### src/rtl/multicycle_control_fsm.sv
// Multicycle CPU control unit: decodes opcode/funct into ALU and datapath selects and
// sequences fetch..writeback, waiting on a variable-latency memory with an optional abort.
module multicycle_control_fsm #(
  parameter int unsigned MEM_WAIT_LIMIT = 255
) (
  input  logic       clk,
  input  logic       reset_n,
  input  logic [5:0] opcode,
  input  logic [5:0] funct,
  input  logic       zero,
  input  logic       mem_ready,
  output logic [2:0] ALU_control,
  output logic       ALUSrcA,
  output logic [1:0] ALUSrcB,
  output logic [1:0] PCSrc,
  output logic       IorD,
  output logic       IRWrite,
  output logic       MemWrite,
  output logic       RegDst,
  output logic       MemtoReg,
  output logic       RegWrite,
  output logic       PCEn,
  output logic       mem_error,
  output logic [3:0] state
);

  localparam int unsigned CW = (MEM_WAIT_LIMIT > 255) ? $clog2(MEM_WAIT_LIMIT + 1) : 8;
  localparam logic [CW-1:0] LIMIT_LAST = CW'(MEM_WAIT_LIMIT - 1);

  localparam logic [5:0] OP_R    = 6'b000000;
  localparam logic [5:0] OP_LW   = 6'b100011;
  localparam logic [5:0] OP_SW   = 6'b101011;
  localparam logic [5:0] OP_BEQ  = 6'b000100;
  localparam logic [5:0] OP_ADDI = 6'b001000;
  localparam logic [5:0] OP_J    = 6'b000010;

  localparam logic [2:0] ALU_AND = 3'b000;
  localparam logic [2:0] ALU_OR  = 3'b001;
  localparam logic [2:0] ALU_ADD = 3'b010;
  localparam logic [2:0] ALU_SUB = 3'b110;
  localparam logic [2:0] ALU_SLT = 3'b111;

  typedef enum logic [3:0] {
    FETCH  = 4'd0,
    DECODE = 4'd1,
    MEMADR = 4'd2,
    MEMRD  = 4'd3,
    MEMWB  = 4'd4,
    MEMWR  = 4'd5,
    RTEX   = 4'd6,
    RTWB   = 4'd7,
    BEQ    = 4'd8,
    ADDIEX = 4'd9,
    ADDIWB = 4'd10,
    JMP    = 4'd11
  } state_t;

  state_t        cur_state;
  state_t        nxt_state;
  logic [CW-1:0] wait_cnt;
  logic          waiting;
  logic          timeout;
  logic          pc_write;
  logic          branch;

  assign state   = cur_state;
  assign waiting = (cur_state == FETCH) || (cur_state == MEMRD) || (cur_state == MEMWR);
  // mem_ready in the limit cycle still completes the access normally
  assign timeout = (MEM_WAIT_LIMIT != 0) && waiting && !mem_ready && (wait_cnt == LIMIT_LAST);

  always_ff @(posedge clk) begin
    if (!reset_n) begin
      cur_state <= FETCH;
      wait_cnt  <= '0;
      mem_error <= 1'b0;
    end else begin
      cur_state <= nxt_state;
      if (timeout) begin
        mem_error <= 1'b1;
      end
      if (timeout || (nxt_state != cur_state)) begin
        wait_cnt <= '0;
      end else if (waiting && !mem_ready) begin
        wait_cnt <= wait_cnt + 1'b1;
      end
    end
  end

  always_comb begin
    nxt_state   = cur_state;
    ALU_control = ALU_ADD;
    ALUSrcA     = 1'b0;
    ALUSrcB     = 2'b00;
    PCSrc       = 2'b00;
    IorD        = 1'b0;
    IRWrite     = 1'b0;
    MemWrite    = 1'b0;
    RegDst      = 1'b0;
    MemtoReg    = 1'b0;
    RegWrite    = 1'b0;
    pc_write    = 1'b0;
    branch      = 1'b0;

    case (cur_state)
      FETCH: begin
        ALUSrcB  = 2'b01;
        IRWrite  = mem_ready;
        pc_write = mem_ready;
        if (mem_ready) nxt_state = DECODE;
      end
      DECODE: begin
        ALUSrcB = 2'b11;
        case (opcode)
          OP_LW, OP_SW: nxt_state = MEMADR;
          OP_R:         nxt_state = RTEX;
          OP_BEQ:       nxt_state = BEQ;
          OP_ADDI:      nxt_state = ADDIEX;
          OP_J:         nxt_state = JMP;
          default:      nxt_state = FETCH;
        endcase
      end
      MEMADR: begin
        ALUSrcA   = 1'b1;
        ALUSrcB   = 2'b10;
        nxt_state = (opcode == OP_LW) ? MEMRD : MEMWR;
      end
      MEMRD: begin
        IorD = 1'b1;
        if (mem_ready) nxt_state = MEMWB;
        else if (timeout) nxt_state = FETCH;
      end
      MEMWB: begin
        MemtoReg  = 1'b1;
        RegWrite  = 1'b1;
        nxt_state = FETCH;
      end
      MEMWR: begin
        IorD     = 1'b1;
        MemWrite = !timeout;
        if (mem_ready || timeout) nxt_state = FETCH;
      end
      RTEX: begin
        ALUSrcA = 1'b1;
        case (funct)
          6'b100010: ALU_control = ALU_SUB;
          6'b100100: ALU_control = ALU_AND;
          6'b100101: ALU_control = ALU_OR;
          6'b101010: ALU_control = ALU_SLT;
          default:   ALU_control = ALU_ADD;
        endcase
        nxt_state = RTWB;
      end
      RTWB: begin
        RegDst    = 1'b1;
        RegWrite  = 1'b1;
        nxt_state = FETCH;
      end
      BEQ: begin
        ALUSrcA     = 1'b1;
        ALU_control = ALU_SUB;
        PCSrc       = 2'b01;
        branch      = 1'b1;
        nxt_state   = FETCH;
      end
      ADDIEX: begin
        ALUSrcA   = 1'b1;
        ALUSrcB   = 2'b10;
        nxt_state = ADDIWB;
      end
      ADDIWB: begin
        RegWrite  = 1'b1;
        nxt_state = FETCH;
      end
      JMP: begin
        PCSrc     = 2'b10;
        pc_write  = 1'b1;
        nxt_state = FETCH;
      end
      default: nxt_state = FETCH;
    endcase

    PCEn = pc_write | (branch & zero);

    // Held reset masks every strobe so an abandoned instruction cannot write anything
    if (!reset_n) begin
      nxt_state   = FETCH;
      ALU_control = ALU_ADD;
      ALUSrcA     = 1'b0;
      ALUSrcB     = 2'b00;
      PCSrc       = 2'b00;
      IorD        = 1'b0;
      IRWrite     = 1'b0;
      MemWrite    = 1'b0;
      RegDst      = 1'b0;
      MemtoReg    = 1'b0;
      RegWrite    = 1'b0;
      PCEn        = 1'b0;
    end
  end

endmodule

### config.mk
export PLATFORM = sky130hd
export DESIGN_NAME = multicycle_control_fsm
export DESIGN_NICKNAME = d
export VERILOG_FILES = /design/src/rtl/multicycle_control_fsm.sv
export SDC_FILE = /design/constraint.sdc
export NUM_CORES = 1
export LEC_CHECK = 0
export ABC_AREA = 0
export CAP_MARGIN = 20
export CORE_MARGIN = 2
export CORE_UTILIZATION = 40
export CTS_CLUSTER_SIZE = 40
export DETAILED_ROUTE_END_ITERATION = 7
export GPL_ROUTABILITY_DRIVEN = 0
export MAX_ROUTING_LAYER = met4
export PLACE_DENSITY = 0.7
export SLEW_MARGIN = 20
export SYNTH_ARGS = -nofsm -noshare
export SYNTH_HDL_FRONTEND = slang
export SYNTH_SLANG_ARGS = --single-unit
### constraint.sdc
create_clock -name clk -period 3.1 [get_ports clk]
set_input_delay 0.62 -clock clk [delete_from_list [all_inputs] [get_ports clk]]
set_output_delay 0.62 -clock clk [all_outputs]
set_load 0.01 [all_outputs]
**Yosys cells after proc, flatten, opt, wreduce, memory -nomap -nowiden**

Cells that the tools add are included.

- Add/sub/neg operators: 1
- Equality and inequality tests: 22
- Muxes and demuxes: 32
- Bitwise operators: 3
- Reduce and logical (&&, ||, !) cells: 16

Operator list:

| operator | count |
|---|---|
| 6-bit equality test (second input constant) | 6 |
| 4-bit one-hot mux with 7 select lines | 1 |
| 4-bit 2-to-1 mux | 5 |
| 4-bit one-hot mux with 5 select lines | 1 |
| 4-bit by 3-bit equality test with 1-bit output (second input constant) | 4 |
| 4-bit equality test (second input constant) | 4 |
| 1-bit 2-to-1 mux | 16 |
| 3-bit one-hot mux with 4 select lines | 1 |
| 8-bit by 1-bit adder with 8-bit output (second input constant) | 1 |
| 4-bit by 2-bit equality test with 1-bit output (second input constant) | 2 |
| 8-bit equality test (second input constant) | 1 |
| 2-bit OR reduction | 4 |
| 6-bit by 2-bit equality test with 1-bit output (second input constant) | 1 |
| 6-bit by 3-bit equality test with 1-bit output (second input constant) | 1 |
| 6-bit by 4-bit equality test with 1-bit output (second input constant) | 1 |
| 6-bit zero test | 1 |
| 3-bit 2-to-1 mux | 2 |
| 2-bit one-hot mux with 3 select lines | 1 |
| 3-bit one-hot mux with 2 select lines | 1 |
| 4-bit by 1-bit equality test with 1-bit output (second input constant) | 1 |
| 4-bit zero test | 1 |
| 1-bit logical OR | 4 |
| 2-bit 2-to-1 mux | 2 |
| 4-bit inequality test | 1 |
| other kinds (9) | 11 |

- Bits in registers: 13
- Bits of input ports: 16
- Output and inout port bits: 20
- Logic and storage cells: 77

**Longest topological paths before layout**

Gate-level depths: netlist of run 1.

- Depth in word-level cells: 12
- Gate-level depth with buffers: 7

**Least setup slack after synthesis of run 1**

Ideal clock, no wire load.

- Path type: input port to output port
- Start: input reset_n
- End: output ALU_control[2]
- Arrival time: 1757 ps
- Required time: 2480 ps
- Slack: 723 ps
- Stages: 4
- Buffers on the path: 1
- Cells stage by stage: clkbuf_1 nand2_1 or4b_1 o21bai_1

- Word-level cells in the longest chain between the ends: 1

Ends and longest elaborated chain:

| what | line | text |
|---|---|---|
| start: declaration | 7 | `input logic reset_n,` |
| 3-bit 2-to-1 mux | 185 | `if (!reset_n) begin` |
| end: declaration | 12 | `output logic [2:0] ALU_control,` |

No other way between the ends.

**Worst setup path in the final report of run 1**

- Start: input mem_ready
- End: output MemWrite

- Word-level cells in the longest chain between the ends: 6

Ends and longest elaborated chain:

| what | line | text |
|---|---|---|
| start: declaration | 11 | `input logic mem_ready,` |
| 1-bit zero test | 69 | `assign timeout = (MEM_WAIT_LIMIT != 0) && waiting && !mem_ready && (wait_cnt == LIMIT_LAST);` |
| 1-bit logical AND (2 in series) | 69 |  |
| 1-bit zero test | 139 | `MemWrite = !timeout;` |
| 1-bit 2-to-1 mux | 104 | `case (cur_state)` |
| 1-bit 2-to-1 mux | 185 |  |
| end: declaration | 18 | `output logic MemWrite,` |

No other way between the ends.

==> impl_metrics.py, run 1 <==
metrics = {
    "sta": {
        "relSlewSlack_pct": 65.8,
        "worst_pin_slew_ps": 508,
        "hold_viol": 0,
        "rsz0062_at_grt": "no",
        "fin_tns_setup_ps": 0,
        "fmax_mhz": 329,
        "final_max_slew_viol_count": 0,
        "fin_crit_sh_pct": 98.1,
        "setup_violations": 0,
        "skew_ps": 8.33,
        "whs_ps": 488,
        "period_minus_slack_ps": 3040,
    },
    "route": {
        "routed_wl_um": 3130,
        "ant_nets": 0,
        "drcViolationCount": 0,
        "drt-initial-drc-count": 43,
        "vias": 1216,
        "viasPerCell": 5.66,
        "routedWlPerCell_um": 14.6,
        "drt_first_pass_iters": 4,
    },
    "clocking": {
        "clk_latency_ps": 280,
        "clockBufferDepth": 2,
        "ctsHoldBuffers": 0,
        "tritoncts": "built",
        "clk_pin_slew_worst_paths_ps": 80,
        "clock_sinks": 13,
        "h-tree-depth": 1,
        "cts_buffers": 3,
        "clockRootBuffer": "clkbuf_4",
    },
    "setup_path": {
        "cp.required_ps": 2480,
        "cp_slowest_cell": "clkdlybuf4s50_1",
        "cp_max_fo": 4,
        "worst_setup_path_start_kind": "input port",
        "worst_path_most_repeated_cell": "clkdlybuf4s50_1",
        "crit_chain": "clkdlybuf4s50_1 > or3_4 > a2bb2oi_2 > nor2_2 > nor3_1 > clkdlybuf4s50_1",
        "end_kind": "output pin",
        "cp.depth": 6,
        "rr_worst_depth": 7,
        "arrival_ps": 2420,
        "worst-path-buf-inv": 2,
        "critPathMaxStageDelay_ps": 500,
        "path_delay_family": "buffers and inverters",
        "crit_type": "input port to output pin",
    },
    "finish": {
        "area_growth_pct": 37.7,
        "layout-drive-gt1-share_pct": 14.1,
        "instances_no_fill": 215,
        "diodes": 0,
        "fin_nets": 203,
        "post-route-util_pct": 57.7,
    },
    "logic_synthesis": {
        "synth_top_family_by_area": "simple AND/OR/NAND/NOR gates",
        "synthXorXnorAreaFrac_pct": 9.07,
        "synthArstFlopShare_pct": 0,
        "syn-cell-area_mm2": 0.00114,
        "synthCells": 145,
        "yosys-top-cells-area": "dfxtp_1, nor3_1, nor2_1",
        "synth_fa_ha_area_share_pct": 2.19,
        "synth_edf_count": 0,
        "synth_compound_area_share_pct": 24.0,
        "synth-simple-area-share_pct": 33.1,
        "synth_mux_area_share_pct": 0.984,
        "ys_ff_latch": 13,
        "synth_fp_nets": 163,
        "yosysTopAreaCellShare_pct": 22.7,
        "yosysTopAreaCell": "dfxtp_1",
        "ys.flop_type": "dfxtp_1",
        "ys_warn_count": 0,
        "synth_seq_area_share_pct": 22.7,
        "ys_types": 50,
        "avgSynthCellArea_um2": 7.90,
    },
    "worst_hold_path": {
        "min_path_cells": 1,
        "hold_class": "flip-flop to flip-flop",
    },
    "floorplanning": {
        "start_util_pct": 41.9,
        "rows": 19,
        "pin_count": 36,
        "die_w_um": 57.5,
        "die_h_um": 57.5,
        "dieArea_mm2": 0.00331,
        "coreArea_mm2": 0.00273,
    },
    "power_and_ir_drop": {
        "power.density_mw_per_mm2": 244,
        "p_leak_nw": 0.584,
        "p_total_mw": 0.385,
        "ir_drop_mv": 0.267,
    },
    "global_routing": {
        "antenna_found_initial": 0,
        "grt_max_degree": 16,
        "grt_usage_pct": 20.2,
        "grt_overflow": 0,
        "grt_pass1_wl_um": 5180,
        "grt_pass1_vias": 1130,
    },
    "place": {
        "port_buffers": 35,
        "placed_cells": 211,
        "post-dp-hpwl_um": 2450,
    },
    "run": {
        "max_cap_viol_count": 0,
    },
    "run_status": {
        "run_status": "finished, final reports clean",
    },
}
==> synth_stat cells, types with 3 or more instances <==
| master | instances |
|---|---|
| nand3_1 | 5 |
| nand2_1 | 11 |
| o21ai_0 | 7 |
| nand2b_1 | 4 |
| xnor2_1 | 5 |
| nand4_1 | 3 |
| a21oi_1 | 4 |
| nor2_1 | 15 |
| inv_1 | 6 |
| dfxtp_1 | 13 |
| xor2_1 | 5 |
| nor3_1 | 16 |
| buf_6 | 3 |
==> repair_timing <==
action / in CTS / in global routing
endpoints found under the setup margin: 1 / 2
resized for setup: 1 / 3
setup buffers: 0 / 0
pin swaps: 0 / 0
==> final timing paths <==
path,from,endpoint,slack [ps]
worst max-delay path,mem_ready,MemWrite,60
worst min register to register,mem_error$_SDFFE_PN0P_,mem_error$_SDFFE_PN0P_,490
worst max register to register,state[0]$_SDFF_PN0_,wait_cnt[1]$_SDFFE_PP0P_,970
worst min-delay path,mem_error$_SDFFE_PN0P_,mem_error$_SDFFE_PN0P_,490
==> layer usage <==
metal	GRT usage, %	up-vias	part of all wire [%]
met5	-	-	0
met4	4.98	0	1.1
met3	3.40	5	7.5
met2	34.6	39	49
met1	24.5	564	42
li1	-	608	-
==> kinds of logic (layout without fill, tap and decap cells) <==
family | after synthesis | in the layout
adder cells (fa/ha/maj) | 2 | 2
AO/OA/AOI/OAI | 32 | 32
AND/OR/NAND/NOR | 70 | 70
XOR/XNOR | 11 | 11
buffers and inverters | 16 | 55
flip-flops | 13 | 13
multiplexers | 1 | 1
==> power by group <==
group          leakage, nW  internal (mW)  switching [mW]  total, mW
combinational        0.464         0.0537          0.0502      0.104
clock               0.0150         0.0500          0.0573      0.107
sequential           0.105          0.170         0.00409      0.174
==> per-stage QoR <==
step | area, µm² | setup WS [ps]
global placement | 1540 | 27.6
global route | 1580 | 2.58
CTS | 1570 | 28.0
detailed placement | 1540 | -16.7
finish | 1580 | 60.4
floorplan | 1140 | 723
==> state kept, by name (all words and copies together), names as in the netlist <==
signal,cells
mem_error,1
state,4
wait_cnt,8
==> worst register-to-register path: stages (launching register included) <==
cell	delay, ps
dfxtp_1	480
buf_4	240
xor2_2	200
a2bb2oi_2	260
nor2_2	90
buf_4	140
a311o_4	370
a2111oi_4	270
==> placed cells by master (no fill, tap or decap), types with 2 or more instances in the layout <==
cell,netlist,layout
nor2_1,15,14
o21a_1,2,2
xnor2_1,5,5
nand4_1,3,3
buf_4,1,10
nor4_1,2,2
o211a_1,2,2
inv_1,6,6
clkbuf_4,0,3
ha_1,2,2
nor2b_1,2,2
and4_1,2,2
nand2b_1,4,4
nor3b_1,2,2
nor3_1,16,16
xor2_1,5,5
dfxtp_1,13,13
clkdlybuf4s50_1,0,33
nand2_1,11,11
o21ai_0,7,7
a22oi_1,2,2
a21oi_1,4,4
nand3_1,5,5
==> final cells by class <==
type	count	area, µm²
Inverter	6	22.5
Fill cell	265	1160
Timing Repair Buffer	45	427
Clock buffer	4	26.3
Tap cell	31	38.8
Multi-Input combinational cell	116	802
Sequential cell	13	260
Power figures use the tool's default switching activity.
==> run 2: changes to the inputs <==
Settings changed: CORE_MARGIN 2 to not set.
Clock period 3.1 ns to 3.9 ns, I/O delays scaled along.
==> run 2 against run 1 <==
Critical path depth unchanged. Sequential share of layout area up 0.58 points. Sequential power down 19%. Routed wire length down 5.3%. Clock power down 21%. Non-clock buffer count down 6. Combinational power down 25%. Die area down 6.8%. Via count up 0.90%. First-iteration DRC count up 33%. Largest cell class unchanged. Largest power group unchanged. Highest routed layer unchanged.
==> impl_metrics.py, run 2 (synthesis gave the netlist of run 1 again) <==
metrics = {
    "finish": {
        "top_register": "wait_cnt",
        "final_area_mm2": 0.00152,
        "mostFrequentLayoutCell": "clkdlybuf4s50_1",
        "layout_common_cells": "clkdlybuf4s50_1, nor3_1, nor2_1",
        "multi_input_area_um2": 795,
        "layout-drive-gt1-share_pct": 10.1,
        "largest_reg_flops": 8,
        "diodes": 0,
        "nFillCells": 263,
        "fin_nets": 197,
        "register_area_um2": 260,
        "area_growth_pct": 33.0,
    },
    "clocking": {
        "clockBufferDepth": 2,
        "ctsHoldBuffers": 0,
        "clock_sinks": 13,
        "clk_latency_ps": 280,
        "cts_setup_buffers": 0,
        "ctsResizeCount": 0,
        "clockRootBuffer": "clkbuf_4",
        "clk_pin_slew_worst_paths_ps": 80,
        "tritoncts": "built",
        "h-tree-depth": 1,
        "cts_buffers": 3,
    },
    "sta": {
        "rsz0062_at_grt": "no",
        "skew_ps": 9.53,
        "fin_tns_setup_ps": 0,
        "final_max_slew_viol_count": 0,
        "period_minus_slack_ps": 3450,
        "hold_viol": 0,
        "fin_crit_sh_pct": 88.4,
        "worst_pin_slew_ps": 636,
        "setup_violations": 0,
        "fmax_mhz": 290,
        "relSlewSlack_pct": 57.5,
    },
    "route": {
        "drt_first_pass_iters": 4,
        "drcViolationCount": 0,
        "viasPerCell": 5.87,
        "routedWlPerCell_um": 14.2,
        "vias": 1227,
        "routed_wl_um": 2970,
        "drt-initial-drc-count": 57,
        "ant_nets": 0,
    },
    "worst_hold_path": {
        "hold_class": "flip-flop to flip-flop",
        "min_path_cells": 1,
    },
    "global_routing": {
        "grt_usage_pct": 20.5,
        "grt_pass1_vias": 1108,
        "grt_overflow": 0,
        "antenna_found_initial": 0,
        "grt_max_degree": 20,
        "grt_pass1_wl_um": 4930,
    },
    "run_status": {
        "run_status": "finished, final reports clean",
    },
    "power_and_ir_drop": {
        "p_leak_nw": 0.530,
        "power.density_mw_per_mm2": 199,
        "ir_drop_mv": 0.199,
    },
    "setup_path": {
        "critPathMaxStageDelay_ps": 480,
        "rr_worst_depth": 5,
        "reg2reg_slack_ps": 1760,
        "worst_setup_path_start_kind": "input port",
        "reg2reg_from": "state[0]$_SDFF_PN0_",
        "crit_start": "mem_ready",
        "cp_slowest_cell": "clkdlybuf4s50_1",
        "worst_path_most_repeated_cell": "clkdlybuf4s50_1",
        "r2r-end": "wait_cnt[1]$_SDFFE_PP0P_",
        "cp_max_fo": 4,
        "worst-path-buf-inv": 2,
        "cp.depth": 6,
        "crit_chain": "clkdlybuf4s50_1 > nor4b_2 > a2bb2oi_2 > nor2_1 > nor3_1 > clkdlybuf4s50_1",
        "crit_end": "MemWrite",
        "arrival_ps": 2670,
        "path_delay_family": "buffers and inverters",
        "end_kind": "output pin",
        "cp.required_ps": 3120,
        "crit_type": "input port to output pin",
    },
    "floorplanning": {
        "start_util_pct": 41.9,
        "dieArea_mm2": 0.00308,
        "rows": 19,
        "die_w_um": 55.5,
        "pin_count": 36,
        "coreArea_mm2": 0.00273,
        "die_h_um": 55.5,
    },
    "place": {
        "dpl_cell_area_mm2": 0.00150,
        "post-dp-hpwl_um": 2250,
        "port_buffers": 35,
    },
    "run": {
        "max_cap_viol_count": 0,
    },
}
[run 2: cell count changes in the layout (fill, tap and decap cells not counted), sizes merged]
cell,previous run,this run
buf,10,4
clkdlybuf4s50,33,35
dlymetal6s2s,1,0
dlygate4sd2,1,0
[run 2: worst reg2reg max path: cells and delay by family (launching register included)]
family	cells	cell delay (ps)
flops	1	730
buf+inv	1	120
compound gates	4	1210
[run 2: worst min path at each step]
stage / start / slack (ps) / end
global placement: mem_error$_SDFFE_PN0P_ / 480 / mem_error$_SDFFE_PN0P_
global route: mem_error$_SDFFE_PN0P_ / 500 / mem_error$_SDFFE_PN0P_
detailed placement: mem_error$_SDFFE_PN0P_ / 470 / mem_error$_SDFFE_PN0P_
floorplan: wait_cnt[5]$_SDFFE_PP0P_ / 510 / wait_cnt[5]$_SDFFE_PP0P_
finish: mem_error$_SDFFE_PN0P_ / 480 / mem_error$_SDFFE_PN0P_
CTS: mem_error$_SDFFE_PN0P_ / 490 / mem_error$_SDFFE_PN0P_
[run 2: area by class of cell]
| type | count | area share, % |
|---|---|---|
| timing repair buffer | 39 | 25.0 |
| clock buffer | 4 | 1.73 |
| tap | 31 | 2.55 |
| inverter | 6 | 1.48 |
| multi-input combinational | 116 | 52.2 |
| sequential | 13 | 17.1 |
[run 2: metal layers]
metal | up-vias | part of all wire [%] | track usage [%]
li1 | 596 | - | -
met2 | 66 | 49 | 33.7
met3 | 8 | 7.4 | 3.04
met5 | - | 0 | -
met4 | 0 | 2.2 | 9.64
met1 | 557 | 42 | 24.6
[run 2: metrics by stage]
stage	worst slack, ps	total power, mW	hold slack, ps	instances	utilization (%)
after floorplan	1200	0.190	507	145	-
after global placement	481	0.219	482	205	54.7
after detailed placement	455	0.221	466	205	54.7
after CTS	453	0.309	487	209	55.7
after global routing	310	0.320	503	209	55.7
final	454	0.304	476	209	55.7
[run 2: power by group]
part	internal, mW	switching [mW]	leakage [nW]
sequential	0.135	0.00557	0.105
combinational	0.0407	0.0377	0.409
clock	0.0397	0.0449	0.0150
==> run 3: changes to the inputs <==
Settings changed: CORE_UTILIZATION 40 to 45, PLACE_DENSITY 0.7 to 0.78.
==> run 3 against run 2 <==
Core utilization grew 10 points. Global-route usage grew 4.4 points. Clock-buffer cell count stayed put. First-iteration DRC count is 5.3% higher. Register-to-register slack worse by 30 ps. Maximum frequency decreased by 0.79%. Via count barely moved. Hold slack better by 7.5 ps. Final area shrank 0.25%. Combinational power up 0.6%. Critical endpoint unchanged.
==> impl_metrics.py, run 3 (synthesis gave the netlist of run 1 again) <==
metrics = {
    "run_status": {
        "run_status": "finished, final reports clean",
    },
    "setup_path": {
        "arrival_ps": 2690,
        "cp_max_fo": 4,
        "cp.required_ps": 3120,
        "end_kind": "output pin",
        "worst_setup_path_start_kind": "input port",
        "reg2reg_from": "state[0]$_SDFF_PN0_",
        "crit_start": "mem_ready",
        "reg2reg_slack_ps": 1730,
        "crit_type": "input port to output pin",
    },
    "place": {
        "placed_cells": 202,
        "port_buffers": 35,
        "dp_slack_ps": 457,
        "post-dp-hpwl_um": 2320,
    },
    "sta": {
        "skew_ps": 9.83,
        "period_minus_slack_ps": 3470,
        "fmax_mhz": 288,
        "relSlewSlack_pct": 54.8,
        "whs_ps": 483,
        "fin_crit_sh_pct": 89.0,
        "fin_tns_setup_ps": 0,
        "hold_viol": 0,
        "worst_pin_slew_ps": 677,
        "rsz0062_at_grt": "no",
        "final_max_slew_viol_count": 0,
        "timing.final.ws_setup_ps": 427,
        "setup_violations": 0,
    },
    "global_routing": {
        "antenna_found_initial": 0,
        "grt_overflow": 0,
        "grt_pass1_wl_um": 5090,
        "grt_pass1_vias": 1166,
        "grt_max_degree": 20,
        "grt_usage_pct": 24.9,
    },
    "finish": {
        "area_growth_pct": 32.7,
        "nFillCells": 204,
        "mostFrequentLayoutCell": "clkdlybuf4s50_1",
        "multi_input_area_um2": 795,
        "top_register": "wait_cnt",
        "diodes": 0,
        "layout-drive-gt1-share_pct": 10.1,
        "layout_common_cells": "clkdlybuf4s50_1, nor3_1, nor2_1",
        "largest_reg_flops": 8,
        "fin_nets": 197,
        "register_area_um2": 260,
        "instances_no_fill": 206,
    },
    "worst_hold_path": {
        "hold_class": "flip-flop to flip-flop",
        "min_from": "mem_error$_SDFFE_PN0P_",
    },
    "floorplanning": {
        "start_util_pct": 49.8,
        "coreArea_mm2": 0.00230,
        "die_h_um": 52.4,
        "pin_count": 36,
        "rows": 17,
        "die_w_um": 52.4,
        "dieArea_mm2": 0.00275,
    },
    "route": {
        "drt-initial-drc-count": 60,
        "routed_wl_um": 3090,
        "routedWlPerCell_um": 15.0,
        "viasPerCell": 5.96,
        "drcViolationCount": 0,
        "vias": 1228,
        "drt_first_pass_iters": 4,
        "ant_nets": 0,
    },
    "clocking": {
        "cts_setup_buffers": 0,
        "clockRootBuffer": "clkbuf_4",
        "ctsHoldBuffers": 0,
        "clock_sinks": 13,
        "cts_buffers": 3,
        "ctsResizeCount": 0,
        "clk_pin_slew_worst_paths_ps": 70,
        "h-tree-depth": 1,
        "tritoncts": "built",
        "clockBufferDepth": 2,
        "clk_latency_ps": 280,
    },
    "power_and_ir_drop": {
        "ir_drop_mv": 0.233,
        "p_total_mw": 0.302,
        "power.density_mw_per_mm2": 199,
        "p_leak_nw": 0.530,
    },
    "run": {
        "max_cap_viol_count": 0,
    },
}
==> run 3: cell counts in the layout (fill, tap and decap cells not counted) <==
Identical to the previous run, type by type.
==> run 3: critical path, cell delays in order <==
cell,delay [ps]
clkdlybuf4s50_1,470
nor4b_2,460
a2bb2oi_2,140
nor2_1,270
nor3_1,90
clkdlybuf4s50_1,480
==> run 3: path summary, 6_finish.rpt <==
check	end	cells after the start
worst max-delay path	MemWrite	6
worst min-delay path	mem_error$_SDFFE_PN0P_	1
worst max register to register	wait_cnt[1]$_SDFFE_PP0P_	5
worst min register to register	mem_error$_SDFFE_PN0P_	1
==> run 3: area by class of cell <==
cell class              instances  share of cell area [%]
flip-flops and latches         13                    17.1
inverters                       6                    1.48
multi-input cells             116                    52.3
well taps                      28                    2.31
repair buffers                 39                    25.0
clock buffers                   4                    1.73
==> run 3: power breakdown <==
part,internal (mW),switching [mW]
registers,0.135,0.00572
logic,0.0406,0.0383
clock network,0.0396,0.0429
==> run 3: per-stage QoR <==
stage,area [µm²],util (%)
4_1_cts,1520,66.1
6_report,1520,66.1
5_1_grt,1520,66.1
2_1_floorplan,1140,-
3_5_place_dp,1490,65.0
3_3_place_gp,1490,65.0
==> run 3: per-layer routing <==
metal	GRT usage, %	part of all wire [%]
met4	6.14	1.2
met5	-	0
met2	40.9	45
met3	4.06	8.3
met1	31.8	45
